**config.mk**
```make
export PLATFORM = sky130hd
export DESIGN_NAME = fifo_frame_reader_flat
export DESIGN_NICKNAME = d
export VERILOG_FILES = /design/src/rtl/fifo_frame_reader_pkg.sv /design/src/rtl/fifo_frame_reader_if.sv /design/src/rtl/fifo_frame_skid.sv /design/src/rtl/fifo_frame_reader.sv /design/src/flat_wrapper.sv
export SDC_FILE = /design/constraint.sdc
export NUM_CORES = 1
export LEC_CHECK = 0
export CORE_AREA = 2 2 86 88
export CTS_CLUSTER_DIAMETER = 30
export DETAILED_ROUTE_END_ITERATION = 16
export DIE_AREA = 0 0 88 90
export PLACE_DENSITY = 0.75
export SLEW_MARGIN = 10
export SYNTH_ARGS = -nofsm -noshare
export SYNTH_HDL_FRONTEND = slang
export SYNTH_SLANG_ARGS = --single-unit
```
**constraint.sdc**
```tcl
create_clock -name clk -period 2.3 [get_ports clk]
set_clock_uncertainty 0.2 [all_clocks]
set_input_delay 0.23 -clock clk [delete_from_list [all_inputs] [get_ports clk]]
set_output_delay 0.23 -clock clk [all_outputs]
set_load 0.005 [all_outputs]
```
**src/rtl/fifo_frame_reader_pkg.sv**
```systemverilog
// fifo_frame_reader_pkg: shared state encoding and FIFO geometry for the frame reader
package fifo_frame_reader_pkg;
  localparam int FIFO_DATA_W = 11;
  localparam int FIFO_LVL_W = 14;
  typedef enum logic [1:0] {IDLE, BURST, DRAIN} state_e;
endpackage

```
**src/rtl/fifo_frame_reader_if.sv**
```systemverilog
// fifo_frame_reader_if: framed valid/ready output stream
interface fifo_frame_reader_if #(parameter int DATA_W = 11);
  logic valid;
  logic ready;
  logic sof;
  logic eof;
  logic [DATA_W-1:0] data;
  modport master (output valid, data, sof, eof, input ready);
  modport slave (input valid, data, sof, eof, output ready);
endinterface

```
**src/rtl/fifo_frame_skid.sv**
```systemverilog
// fifo_frame_skid: 2-entry valid/ready buffer absorbing FIFO read latency and backpressure
module fifo_frame_skid #(
  parameter int DATA_W = 11
) (
  input  logic              clk,
  input  logic              rst_n,
  input  logic              in_valid_i,
  input  logic [DATA_W-1:0] in_data_i,
  input  logic              out_ready_i,
  output logic              out_valid_o,
  output logic [DATA_W-1:0] out_data_o,
  output logic [1:0]        occ_o
);
  logic [DATA_W-1:0] mem_q [2];
  logic rptr_q, wptr_q, pop;
  logic [1:0] occ_q, occ_d;
  assign out_valid_o = occ_q != 2'd0;
  assign pop = out_valid_o && out_ready_i;
  assign occ_d = occ_q + 2'(in_valid_i) - 2'(pop);
  assign out_data_o = mem_q[rptr_q];
  assign occ_o = occ_q;
  always_ff @(posedge clk or negedge rst_n)
    if (!rst_n) begin
      mem_q <= '{default: '0};
      rptr_q <= 1'b0;
      wptr_q <= 1'b0;
      occ_q <= 2'd0;
    end else begin
      if (in_valid_i) mem_q[wptr_q] <= in_data_i;
      wptr_q <= wptr_q ^ in_valid_i;
      rptr_q <= rptr_q ^ pop;
      occ_q <= occ_d;
    end
endmodule

```
**src/rtl/fifo_frame_reader.sv**
```systemverilog
// fifo_frame_reader: waits for a full frame in the sample FIFO, then drains it as one framed burst
module fifo_frame_reader
  import fifo_frame_reader_pkg::*;
#(
  parameter int DATA_W    = FIFO_DATA_W,
  parameter int LVL_W     = FIFO_LVL_W,
  parameter int FRAME_LEN = 1024,
  parameter int FCNT_W    = 16
) (
  input  logic              clk,
  input  logic              rst_n,
  input  logic              enable_i,
  output logic              fifo_rd_en_o,
  input  logic [DATA_W-1:0] fifo_rd_data_i,
  input  logic              fifo_rd_empty_i,
  input  logic [LVL_W-1:0]  fifo_rd_water_level_i,
  fifo_frame_reader_if.master m,
  output logic              busy_o,
  output logic [FCNT_W-1:0] frame_cnt_o
);
  localparam int CW = $clog2(FRAME_LEN + 1);
  localparam logic [CW-1:0] FL = CW'(FRAME_LEN);
  localparam logic [CW-1:0] LAST = CW'(FRAME_LEN - 1);
  state_e state_q, state_d;
  logic [CW-1:0] issued_q, issued_d, deliv_q, deliv_d;
  logic [FCNT_W-1:0] fcnt_q, fcnt_d;
  logic infl_q, rd_en, pop, start, v;
  logic [1:0] occ;
  logic [DATA_W-1:0] d;
  assign pop = v && m.ready;
  assign start = enable_i && fifo_rd_water_level_i >= LVL_W'(FRAME_LEN);
  // Slot reserved for the word in flight; a same-cycle pop frees one, hence the ready->rd_en path.
  assign rd_en = state_q == BURST && !fifo_rd_empty_i && issued_q < FL &&
                 ({1'b0, occ} + 3'(infl_q)) < (3'd2 + 3'(pop));
  always_comb begin
    state_d = state_q;
    issued_d = issued_q + CW'(rd_en);
    deliv_d = deliv_q + CW'(pop);
    fcnt_d = fcnt_q;
    if (state_q == IDLE && start) begin
      state_d = BURST;
      issued_d = '0;
      deliv_d = '0;
    end
    if (state_q == BURST && rd_en && issued_q == LAST) state_d = DRAIN;
    if (state_q == DRAIN && pop && m.eof) begin
      state_d = IDLE;
      fcnt_d = fcnt_q + FCNT_W'(1);
    end
  end
  always_ff @(posedge clk or negedge rst_n)
    if (!rst_n) begin
      state_q <= IDLE;
      issued_q <= '0;
      deliv_q <= '0;
      fcnt_q <= '0;
      infl_q <= 1'b0;
    end else begin
      state_q <= state_d;
      issued_q <= issued_d;
      deliv_q <= deliv_d;
      fcnt_q <= fcnt_d;
      infl_q <= rd_en;
    end
  fifo_frame_skid #(.DATA_W(DATA_W)) u_skid (
    .clk         (clk),
    .rst_n       (rst_n),
    .in_valid_i  (infl_q),
    .in_data_i   (fifo_rd_data_i),
    .out_ready_i (m.ready),
    .out_valid_o (v),
    .out_data_o  (d),
    .occ_o       (occ)
  );
  assign m.valid = v;
  assign m.data = d;
  assign m.sof = v && deliv_q == '0;
  assign m.eof = v && deliv_q == LAST;
  assign fifo_rd_en_o = rd_en;
  assign busy_o = state_q != IDLE;
  assign frame_cnt_o = fcnt_q;
endmodule

```
**src/flat_wrapper.sv**
```systemverilog
// flat-port wrapper written by rule: the top's interface ports become plain ports
module fifo_frame_reader_flat import fifo_frame_reader_pkg::*;
#(
  parameter int DATA_W    = FIFO_DATA_W,
  parameter int LVL_W     = FIFO_LVL_W,
  parameter int FRAME_LEN = 1024,
  parameter int FCNT_W    = 16
)
  (clk, rst_n, enable_i, fifo_rd_en_o, fifo_rd_data_i, fifo_rd_empty_i, fifo_rd_water_level_i, busy_o, frame_cnt_o, m_valid, m_data, m_sof, m_eof, m_ready);
  fifo_frame_reader_if #(.DATA_W(DATA_W)) m_i ();
  input  logic clk;
  input  logic rst_n;
  input  logic enable_i;
  output logic fifo_rd_en_o;
  input  logic [DATA_W-1:0] fifo_rd_data_i;
  input  logic fifo_rd_empty_i;
  input  logic [LVL_W-1:0] fifo_rd_water_level_i;
  output logic busy_o;
  output logic [FCNT_W-1:0] frame_cnt_o;
  output wire logic [$bits(m_i.valid)-1:0] m_valid;
  output wire logic [$bits(m_i.data)-1:0] m_data;
  output wire logic [$bits(m_i.sof)-1:0] m_sof;
  output wire logic [$bits(m_i.eof)-1:0] m_eof;
  input wire logic [$bits(m_i.ready)-1:0] m_ready;
  assign m_valid = m_i.valid;
  assign m_data = m_i.data;
  assign m_sof = m_i.sof;
  assign m_eof = m_i.eof;
  assign m_i.ready = m_ready;
  fifo_frame_reader #(.DATA_W(DATA_W), .LVL_W(LVL_W), .FRAME_LEN(FRAME_LEN), .FCNT_W(FCNT_W)) u_core (.clk(clk), .rst_n(rst_n), .enable_i(enable_i), .fifo_rd_en_o(fifo_rd_en_o), .fifo_rd_data_i(fifo_rd_data_i), .fifo_rd_empty_i(fifo_rd_empty_i), .fifo_rd_water_level_i(fifo_rd_water_level_i), .m(m_i), .busy_o(busy_o), .frame_cnt_o(frame_cnt_o));
endmodule
```
# Word-level counts from Yosys, hierarchy flattened
# Index checks and enable logic that the tools add are counted.
# op_classes
n_addsub	7
magnitude_cmp	6
n_eq_ne	4
n_mux	11
n_bitwise	4
n_reduce_logical	19
# op_table
cell	n
$mux 11	6
$add 11x1->11	2
$bwmux 22	1
$eq 11x10->1 const B	2
$add 16x1->16 const B	1
$ge 14x11->1 const B	1
$logic_and 1x1->1	13
$demux 11 s1	1
$logic_not 11->1	1
$lt 11x11->1 const B	1
$mux 2	3
$ge 2x2->1 const B	2
$not 1->2	2
$reduce_bool 2->1	2
$add 2x1->3	1
$add 2x1->3 const A	1
$lt 3x3->1	1
$reduce_bool 3->1	1
$add 2x1->2	1
$eq 2x1->1 const B	1
$eq 2x2->1 const B	1
$logic_not 2->1	1
$lt 2x1->1 const B	1
$sub 2x1->2	1
2 further kinds	3
# totals
ff_bits	67
elab_cells	61

# Logic depth before layout (Yosys ltp)
# logic_depth
depth_word	9
depth_mapped	10
mapped_depth_nobuf	10

# Hierarchy
# From an unflattened synthesis, not the netlist that was laid out.
# hier_totals
cells_unflattened	262
hier_area_um2	3180.6
# modules_own_cells
module	n_inst	cells_each	area_per_inst_um2	seq_area_each_um2
fifo_frame_reader	1	187	1985.7	1026.0
fifo_frame_skid	1	75	1194.9	650.6

# Worst setup path after synthesis
# Ideal clock, no wire load.
# synth_path
kind	register to register
start	reg u_core.u_skid.occ_q[0], in the netlist u_core.u_skid.occ_o[0]
end	reg u_core.issued_q[8]
setup_ns	0.077
arrival_time_ns	2.149
required_ns	2.023
setup_slack_ns	-0.127
path_stages_with_launch	10
n_path_buf	0
synth_period_minus_slack_ns	2.427
path_cell_list	dfrtp_1 ha_1 ha_1 nor3b_1 and3_1 ha_1 ha_1 nand3_1 or3_1 a21oi_1
# synth_via
elab_chain_cells	7
word_cells_on_any_way	8
# synth_rtl
item	line	source
start: declaration	fifo_frame_skid.sv:16	logic [1:0] occ_q, occ_d;
start signal: assignment	fifo_frame_skid.sv:27	occ_q <= 2'd0;
start signal: assignment	fifo_frame_skid.sv:32	occ_q <= occ_d;
$reduce_bool 2->1	fifo_frame_skid.sv:17	assign out_valid_o = occ_q != 2'd0;
$logic_and 1x1->1	fifo_frame_reader.sv:30	assign pop = v && m.ready;
$add 2x1->3	fifo_frame_reader.sv:34	({1'b0, occ} + 3'(infl_q)) < (3'd2 + 3'(pop));
$lt 3x3->1 *	fifo_frame_reader.sv:34	
$logic_and 1x1->1 *	fifo_frame_reader.sv:33	assign rd_en = state_q == BURST && !fifo_rd_empty_i && issued_q < FL &&
named net fifo_rd_en_o	flat_wrapper.sv:14	output logic fifo_rd_en_o;
$add 11x1->11 *	fifo_frame_reader.sv:37	issued_d = issued_q + CW'(rd_en);
$mux 11 *	fifo_frame_reader.sv:40	if (state_q == IDLE && start) begin
named net u_core.issued_d[8]	fifo_frame_reader.sv:25	logic [CW-1:0] issued_q, issued_d, deliv_q, deliv_d;
end signal: assignment	fifo_frame_reader.sv:60	issued_q <= issued_d;
end: declaration	fifo_frame_reader.sv:25	
# The timed path passes the listed nets; every way through them passes the cells marked *.
# A chain may end at the register's enable or synchronous reset.

# Worst setup path in the final report
# layout_path
start	reg u_core.infl_q
end	reg u_core.issued_q[6]
# layout_via
elab_chain_cells	5
# layout_rtl
item	line	source
start: declaration	fifo_frame_reader.sv:27	logic infl_q, rd_en, pop, start, v;
start signal: assignment	fifo_frame_reader.sv:63	infl_q <= rd_en;
$add 2x1->3	fifo_frame_reader.sv:34	
$lt 3x3->1	fifo_frame_reader.sv:34	
$logic_and 1x1->1	fifo_frame_reader.sv:33	
$add 11x1->11	fifo_frame_reader.sv:37	
$mux 11	fifo_frame_reader.sv:40	
named net u_core.issued_d[6]	fifo_frame_reader.sv:25	
# The timed path passes the listed nets, and every way through them passes these cells.

==> summary.md <==
| Metric | Value |
|---|---|
| Max Slew Vio Count | `0` |
| Clock Tree Root | `clkbuf_8` |
| Critical Path End Type | `flip-flop` |
| Outcome | `finished, violations left` |
| TritonRoute pass-1 iters | `4` |
| Top_reg_cell synth | `dfrtp_1` |
| CP arrival | `2.47 ns` |
| Synth-to-Final Area Change | `37.6%` |
| Design area | `4390 um^2` |
| Die W | `88 um` |
| H-tree depth | `3` |
| Antenna violations before repair | `0` |
| Share of the synthesized area in the top cell type | `52.6%` |
| Via count | `2329` |
| Violated checks | `negative setup slack` |
| Adder-Cell Fraction of Synth Area | `4.71%` |
| Average routed wire per standard cell | `13.9 um` |
| FF+latch count, synth | `67` |
| Clk pin slew, worst setup/hold paths | `0.08 ns` |
| DP Area | `4040 um^2` |
| Crit-path max FO | `4` |
| I/O Buffers | `51` |
| Synth Instances | `269` |
| Register area share after synthesis | `52.6%` |
| Slew headroom | `42.6%` |
| Cell area power density | `697 nW/um^2` |
| Count leader, synth | `dfrtp_1` |
| Vias in the first global route | `2314` |
| Synth area leaders | `dfrtp_1, mux2_2, xnor2_1, ha_1, nand4_1` |
| DRT Wirelength | `6440 um` |
| Worst-Skew Late Latency | `0.35 ns` |
| Share of layout cells above drive strength 1 | `30.6%` |
| Post-Syn Area | `3190 um^2` |
| Xor/xnor share of the synthesized area | `9.07%` |
| Ant. Diodes | `0` |
| Compound-gate portion of the synthesized area | `2.20%` |
| Async set-reset flop share out of synthesis | `100%` |
| Synth unique cells | `37` |
| Gpl congestion | `0.738` |
| Clock buffer depth | `2` |
| Core area | `7020 um^2` |
| Max-Cap Viols | `0` |
| Mux contribution to synthesized area | `12.1%` |
| Overall Global Routing Usage | `17.2%` |
| Setup TNS | `-0.223 ns` |
| Ys Warns | `0` |
| DRC violations left | `0` |
| CTS sink cnt | `67` |
| Final Setup Violations | `4` |
| Detailed placement HPWL | `4350 um` |
| Total die area | `7920 um^2` |
| Post-route ant nets | `0` |
| FMAX | `418 MHz` |
| Unrepaired setup endpoints after global routing | `true` |
| Final period util | `104%` |
| First-pass GRT wire length | `10500 um` |
| HP Class | `input pin to async pin` |
| Largest family of logic cells by synthesized area | `simple AND/OR/NAND/NOR gates` |
| Leakage power | `2.01 nW` |
| Largest net degree at the start of global routing | `45` |
| VDD IR max | `0.463 mV` |
| Nets | `400` |
| GR Overflow Total | `0` |
| FP Rows | `31` |
| Startpoint types | `flip-flop` |
| Synthesized net count | `311` |
| Synth Area in Simple Gates | `17.4%` |
| Post-synth EDFFs | `0` |
| Final setup margin | `-0.0932 ns` |
| I/O pin count | `62` |
| CTS buffer count | `9` |
| Final Hold Violating Endpoints | `0` |
| Area leader, netlist | `dfrtp_1` |
| CTS tree | `done` |
| CP required | `2.38 ns` |
| Die height | `90 um` |
| Via-to-Cell Ratio | `5.04` |
| Mean post-synth cell area | `11.8 um^2` |
| Initial Util | `45.4%` |
| Initial DRC Count | `93` |
| Fin crit period | `2.39 ns` |
| Critical path class | `flip-flop to flip-flop` |
| Total Power | `3.06 mW` |
| Synth top cells by count | `dfrtp_1, mux2_2, xnor2_1` |
| Worst-margin pin slew | `0.857 ns` |
power breakdown:
group	switching (mW)	total [mW]	internal, mW	leakage [nW]
registers	0.0712	1.34	1.27	0.910
clock network	0.452	0.959	0.507	0.0977
logic	0.368	0.756	0.388	1.00
total	0.891	3.06	2.17	2.01
cells by family (layout without fill, tap and decap cells):
| family | Yosys count | after routing |
|---|---|---|
| and+or+nand+nor | 96 | 96 |
| xor gates and xnor gates | 33 | 33 |
| AOI/OAI and AO/OA | 11 | 11 |
| DFF | 67 | 67 |
| buffers and inverters | 16 | 110 |
| adders and majority gates | 12 | 12 |
| muxes | 34 | 34 |
timing repair:
action                                 4_1_cts  5_1_grt
hold buffers                                 1        0
gates resized for setup                     11       11
endpoints found under the hold margin       23        0
setup endpoints to repair                    8       15
buffers inserted                             3        6
pin swaps                                    6        9
critical path, cell delays in order (launching register included):
cell,delay [ns]
dfrtp_1,0.41
ha_2,0.20
ha_4,0.16
nor3b_4,0.19
and3_4,0.22
buf_6,0.10
ha_4,0.17
ha_4,0.14
nand3_4,0.07
or3_1,0.34
a21oi_2,0.13
flip-flops by register name, indices dropped and copies added (netlist names):
register              count
u_core.deliv_q           11
u_core.frame_cnt_o       16
u_core.infl_q             1
u_core.issued_q          11
u_core.state_q            2
u_core.u_skid.mem_q      22
u_core.u_skid.occ_o       2
u_core.u_skid.rptr_q      1
u_core.u_skid.wptr_q      1
metrics by stage:
step | cells | utilization [%] | worst slack, ns | hold slack [ns]
2_1_floorplan | 269 | - | 0.00971 | -0.266
3_3_place_gp | 436 | 57.5 | -0.0676 | 0.0474
3_5_place_dp | 436 | 57.5 | -0.134 | 0.0551
4_1_cts | 456 | 61.3 | -0.0793 | 0.215
5_1_grt | 462 | 62.5 | -0.164 | 0.273
6_report | 462 | 62.5 | -0.0932 | 0.192
worst paths after layout:
path	start	end	slack, ns	cells past startpoint
setup reg to reg	u_core.infl_q$_DFF_PN0_	u_core.issued_q[6]$_DFF_PN0_	-0.09	10
hold reg to reg	u_core.frame_cnt_o[15]$_DFFE_PN0N_	u_core.frame_cnt_o[15]$_DFFE_PN0N_	0.28	1
hold / removal	rst_n	u_core.u_skid.mem_q[4]$_DFFE_PN0P_	0.19	2
min in group clk	u_core.frame_cnt_o[15]$_DFFE_PN0N_	u_core.frame_cnt_o[15]$_DFFE_PN0N_	0.28	1
setup / recovery	u_core.infl_q$_DFF_PN0_	u_core.issued_q[6]$_DFF_PN0_	-0.09	10
max in group asynchronous	rst_n	u_core.frame_cnt_o[2]$_DFFE_PN0N_	1.08	3
final cells by class:
class | count | area [um^2]
clock buffer | 13 | 179
clock inverter | 3 | 20.0
fill | 534 | 2640
inverter | 11 | 41.3
multi-input combinational | 186 | 1580
sequential | 67 | 1680
tap | 99 | 124
timing repair buffer | 83 | 764
metal layers:
| metal | part of all wire (%) | track usage (%) |
|---|---|---|
| met5 | 0 | 0 |
| met4 | 2.3 | 8.97 |
| met2 | 47 | 27.0 |
| met3 | 4.4 | 4.22 |
| met1 | 46 | 21.8 |
cells in the final DEF, fill, tap and decap left out, types with 5 or more instances in the layout:
master           netlist  final
dfrtp_1               67     67
clkdlybuf4s50_1        0     47
mux2_2                33     33
buf_4                  0     28
xnor2_1               27     26
nor2_1                21     21
nand4_1               15     15
clkbuf_8               0     13
inv_1                 11     11
nand3_1               12      9
ha_1                  12      7
xor2_1                 6      6
nand2_1                8      6
nor4_1                 5      5
and3_1                 6      5
nor3_1                 7      5
Note: power is estimated with default switching activity, not from simulation.
